--- config.mk ---
export PLATFORM = sky130hd
export DESIGN_NAME = keepalive_gen
export DESIGN_NICKNAME = d
export VERILOG_FILES = /design/src/rtl/keepalive_gen.sv
export SDC_FILE = /design/constraint.sdc
export NUM_CORES = 1
export LEC_CHECK = 0
export ABC_AREA = 1
export BUFFER_PORTS_ARGS = -buffer_cell sky130_fd_sc_hd__buf_2
export CAP_MARGIN = 20
export CORE_ASPECT_RATIO = 0.75
export CORE_MARGIN = 2
export CORE_UTILIZATION = 30
export CTS_CLUSTER_DIAMETER = 150
export DETAILED_ROUTE_END_ITERATION = 6
export HOLD_SLACK_MARGIN = 0.06
export SYNTH_ARGS = -nofsm -noshare
export SYNTH_HDL_FRONTEND = slang
export SYNTH_SLANG_ARGS = --single-unit
--- constraint.sdc ---
create_clock -name clk -period 5.3 [get_ports clk]
set_input_delay 0 -clock clk [delete_from_list [all_inputs] [get_ports clk]]
set_output_delay 0 -clock clk [all_outputs]
set_load 0.05 [all_outputs]
--- src/rtl/keepalive_gen.sv ---
// keepalive_gen: heartbeat requester that keeps a remote timeout watchdog fed.
// Every `period` cycles it raises hb_req for up to `ack_window` cycles. If no
// acknowledge arrives it retries MAX_RETRY times, then raises a sticky hb_fail.
// Optional build macro HB_MISS_CNT_EN adds an 8-bit saturating miss counter
// (miss_cnt) that is cleared only by reset.
//
// Request/acknowledge protocol: hb_req is a level held high for the whole
// acknowledge window. hb_ack is sampled only on edges where the generator is
// waiting (hb_req high). One sampled hb_ack ends the attempt. An ack and a
// window timeout on the same edge count as an ack. hb_ack at any other time
// is ignored and is not remembered.
module keepalive_gen #(
  parameter int CNT_W     = 32,
  parameter int MAX_RETRY = 3,
  parameter int RETRY_W   = 2
) (
  input  logic               clk,
  input  logic               rst,
  input  logic               en,
  input  logic [CNT_W-1:0]   period,
  input  logic [CNT_W-1:0]   ack_window,
  input  logic               hb_ack,
  output logic               hb_req,
  output logic               hb_busy,
  output logic               hb_fail,
  output logic [RETRY_W-1:0] retry_cnt
`ifdef HB_MISS_CNT_EN
  ,
  output logic [7:0]         miss_cnt
`endif
);

  typedef enum logic [2:0] {
    ST_IDLE     = 3'd0,
    ST_COUNT    = 3'd1,
    ST_ISSUE    = 3'd2,
    ST_WAIT_ACK = 3'd3,
    ST_FAIL     = 3'd4
  } state_t;

  // state_q is the debug view of the FSM for checkers bound to this module.
  state_t             state_q;
  state_t             state_d;
  logic [CNT_W-1:0]   cnt_q;
  logic [CNT_W-1:0]   cnt_d;
  logic [RETRY_W-1:0] retry_d;
  logic [CNT_W-1:0]   period_lim;
  logic [CNT_W-1:0]   ack_lim;
  logic [CNT_W-1:0]   cnt_inc;
  logic               count_done;
  logic               window_done;

  // Terminal counts, max(x,1)-1, taken live from the inputs every cycle.
  assign period_lim  = (period == '0) ? '0 : period - CNT_W'(1);
  assign ack_lim     = (ack_window == '0) ? '0 : ack_window - CNT_W'(1);
  // Saturating increment: the counter parks at all-ones instead of wrapping.
  assign cnt_inc     = (cnt_q == '1) ? cnt_q : cnt_q + CNT_W'(1);
  assign count_done  = (cnt_q >= period_lim);
  assign window_done = (cnt_q >= ack_lim);

  // Next-state, counter and retry logic; en low overrides every state.
  always_comb begin
    state_d = state_q;
    cnt_d   = cnt_q;
    retry_d = retry_cnt;
    if (!en) begin
      state_d = ST_IDLE;
      cnt_d   = '0;
      retry_d = '0;
    end else begin
      case (state_q)
        ST_IDLE: begin
          cnt_d   = '0;
          retry_d = '0;
          state_d = ST_COUNT;
        end
        ST_COUNT: begin
          cnt_d = cnt_inc;
          if (count_done) begin
            state_d = ST_ISSUE;
          end
        end
        ST_ISSUE: begin
          cnt_d   = '0;
          state_d = ST_WAIT_ACK;
        end
        ST_WAIT_ACK: begin
          if (hb_ack) begin
            cnt_d   = '0;
            retry_d = '0;
            state_d = ST_COUNT;
          end else if (window_done) begin
            cnt_d = '0;
            if (retry_cnt == RETRY_W'(MAX_RETRY)) begin
              state_d = ST_FAIL;
            end else begin
              retry_d = retry_cnt + RETRY_W'(1);
              state_d = ST_ISSUE;
            end
          end else begin
            cnt_d = cnt_inc;
          end
        end
        ST_FAIL: begin
          cnt_d = '0;
        end
        default: begin
          state_d = ST_IDLE;
          cnt_d   = '0;
          retry_d = '0;
        end
      endcase
    end
  end

  // State, counter and registered outputs; outputs are decoded from the next
  // state so they change on the same edge as the transition.
  always_ff @(posedge clk or negedge rst) begin
    if (!rst) begin
      state_q   <= ST_IDLE;
      cnt_q     <= '0;
      retry_cnt <= '0;
      hb_req    <= 1'b0;
      hb_busy   <= 1'b0;
      hb_fail   <= 1'b0;
    end else begin
      state_q   <= state_d;
      cnt_q     <= cnt_d;
      retry_cnt <= retry_d;
      hb_req    <= (state_d == ST_WAIT_ACK);
      hb_busy   <= (state_d == ST_ISSUE) || (state_d == ST_WAIT_ACK);
      hb_fail   <= (state_d == ST_FAIL);
    end
  end

`ifdef HB_MISS_CNT_EN
  logic miss_ev;

  // A miss is a window timeout without ack while enabled, whether it leads to
  // a retry or to FAIL.
  assign miss_ev = en && (state_q == ST_WAIT_ACK) && !hb_ack && window_done;

  // Saturating miss counter; survives en=0 and clears only on reset.
  always_ff @(posedge clk or negedge rst) begin
    if (!rst) begin
      miss_cnt <= 8'd0;
    end else if (miss_ev && (miss_cnt != 8'hFF)) begin
      miss_cnt <= miss_cnt + 8'd1;
    end
  end
`endif

endmodule

==> impl_metrics.yaml <==
outcome:
  outcome: "complete, no violations"
detailed_routing:
  antenna_left: 0
  routed_wl_um: 16200
  drc: 0
  first_iter_violations: 527
  via_per_inst: 4.81
  vias: 6151
  wl_per_cell_um: 12.7
  dr.pass1.iters: 5
sta:
  min_period_over_period_pct: 66.8
  slew_headroom_pct: 41.2
  holdWs_ns: 0.178
  rsz0062_at_grt: "false"
  setup_viol: 0
  fmax_ghz: 0.282
  period_needed_ns: 3.54
  hold_viol_final: 0
  fin_skew_ns: 0.00358
  tightest_slew_ns: 0.882
  finalMaxSlewViolations: 0
  setup_tns_ns: 0
logic_synthesis:
  syn_area_um2: 5770
  ys_seq_elements: 40
  synth.distinct_cells: 37
  synthFlopType: "dfrtp_1"
  async_flop_share_pct: 100
  ys_seq_area_share_pct: 17.4
  synth-edff-count: 0
  synth_nets: 1093
  ys_warn_count: 0
  syn_avg_cell_area_um2: 6.04
  syn_inst: 955
setup_path:
  reg2regPathDepth: 11
  required_ns: 5.47
  r2r_setup_slack_ns: 2.60
  arrival_ns: 3.71
  r2r_start: "cnt_q[29]"
  critical_path_class: "in2reg"
  rr_endpoint: "retry_cnt[0]"
  cp-end-kind: "register"
  worstPathMaxFanout: 18
  start_kind: "input pin"
run:
  maxCapViolCount: 0
floorplan:
  initial_core_util_pct: 30.9
  row_count: 43
  io_pins: 73
  die_y_um: 124
  core_area_um2: 18700
  die_area_um2: 20400
  die_x_um: 164
global_route:
  grt_max_degree: 41
  antenna_found_initial: 0
  grt_usage_pct: 16.5
  grt_pass1_wl_um: 27100
  overflow: 0
  grt_pass1_vias: 5619
cts:
  ctsHtreeMaxLevel: 2
  clk_pin_slew_ns: 0.06
  clk-insertion-delay-late_ns: 0.29
  cts_tree: "yes"
  numCtsBuffers: 5
  cts_setup_buffers: 0
  root_buffer: "clkbuf_16"
  clock-sinks: 40
  cts.path.max_buffers: 2
min_path:
  hp-start: "hb_ack"
  whs_path_depth: 4
  hold_path.class: "in2reg"
  hold_end: "state_q[2]"
finish:
  design_area_um2: 6610
  layout-drive-gt1-share_pct: 12.8
  stdcell_count: 1280
  diodes: 0
  final_nets: 1170
  syn2layout_area_growth_pct: 14.6
placed_design:
  hpwl_um: 13800
  dpl_cell_area_um2: 6410
  place_congestion: 0.932
  port_buffers: 72
  dp.cells: 1269
power_and_ir_drop:
  p_leak_nw: 3.44
  p_per_area_nw_per_um2: 124
  total_power_uw: 821
  peakVddDrop_mv: 0.122
[stage by stage]
step / setup WS [ns] / utilization (%)
2_1_floorplan: 2.59 / -
3_3_place_gp: 1.85 / 34.4
3_5_place_dp: 1.79 / 34.4
4_1_cts: 1.79 / 35.4
5_1_grt: 1.40 / 35.4
6_report: 1.76 / 35.4
[cell families after synthesis]
logic type / Yosys count / share of synthesized area, %
muxes: 1 / 0.174
xor gates and xnor gates: 25 / 3.80
AOI/OAI and AO/OA: 99 / 9.90
adders and majority gates: 70 / 15.2
and+or+nand+nor: 584 / 44.6
buffers and inverters: 136 / 9.01
DFF: 40 / 17.4
[routing by layer]
layer	up-vias	wire length, um	track usage, %
met4	0	39	1.43
met5	-	0	0
met1	2724	8290	24.0
met3	4	872	2.80
met2	141	7000	26.6
li1	3282	-	-
[repair_timing]
| action | CTS | global route |
|---|---|---|
| resized for setup | 0 | 0 |
| hold endpoints to repair | 46 | 0 |
| hold buffers | 3 | 0 |
[cell usage after synthesis (3+ instances only)]
cell type  count  area share (%)
nand2_1      226              15
nor2_1       176              11
inv_1        123             8.0
nand3_1       74             6.4
ha_1          70              15
a21oi_1       46             4.0
dfrtp_1       40              17
nor3_1        29             2.5
or2_2         28             3.0
o21ai_0       25             2.2
nand4_1       22             2.4
xor2_1        13             2.0
xnor2_1       12             1.8
o211ai_1      10             1.3
nor4_1         8            0.87
a21o_1         6            0.78
inv_2          6            0.39
nor2_2         6            0.65
a21boi_0       4            0.52
buf_2          4            0.35
nand3_2        3            0.52
nand3b_1       3            0.39
o21a_1         3            0.39
[critical path, cell delays in order]
cell           delay (ns)
buf_2                0.12
nor2_1               0.18
inv_1                0.08
nor2_1               0.14
inv_1                0.06
nor2_1               0.12
inv_1                0.07
nor3_1               0.24
nand3_2              0.39
a21boi_0             0.24
o21ai_0              0.08
ha_1                 0.27
a21oi_1              0.17
o21a_1               0.12
nand2_1              0.04
a21oi_1              0.28
nand2_1              0.19
nand2_1              0.13
a21oi_1              0.09
nand3_1              0.08
nand2_1              0.05
dlygate4sd3_1        0.55
[cell usage in the layout, fill, tap and decap left out, drive strengths merged, types with 10 or more instances in the layout]
master,Yosys,layout
ha,70,70
dfrtp,40,40
nand3,77,77
xor2,13,13
nand2,228,228
buf,5,74
or2,29,29
nor2,183,183
nand4,22,22
nor3,30,30
xnor2,12,12
o211ai,10,10
o21ai,25,25
a21oi,46,46
inv,129,129
nor4,10,10
[area by class of cell]
| cell class | instances | area, um2 |
|---|---|---|
| clock buffers | 6 | 129 |
| clock inverters | 2 | 35.0 |
| fillers | 2054 | 12100 |
| inverters | 129 | 484 |
| multi-input cells | 779 | 4250 |
| flip-flops and latches | 40 | 1000 |
| well taps | 247 | 309 |
| repair buffers | 77 | 405 |
[flip-flops by register name, summed over array words and instances (netlist names)]
name	flops
cnt_q	32
state_q	3
retry_cnt	2
hb_busy	1
hb_fail	1
hb_req	1
[how the worst max path moves through the flow]
stage                         from      endpoint  slack [ns]  cells after the start
global route         ack_window[0]  retry_cnt[0]        1.40                     25
detailed placement   ack_window[0]     cnt_q[26]        1.79                     24
floorplan            ack_window[0]      cnt_q[0]        2.59                     23
CTS                  ack_window[0]  retry_cnt[0]        1.79                     25
finish              ack_window[19]  retry_cnt[0]        1.76                     22
global placement     ack_window[2]     cnt_q[26]        1.85                     24
[power by group]
part	internal, mW	total, mW	switching [mW]
Combinational	0.0653	0.169	0.103
Clock	0.222	0.345	0.123
Sequential	0.306	0.308	0.00138
Total	0.593	0.821	0.228
(Power assumes the default switching activity.)
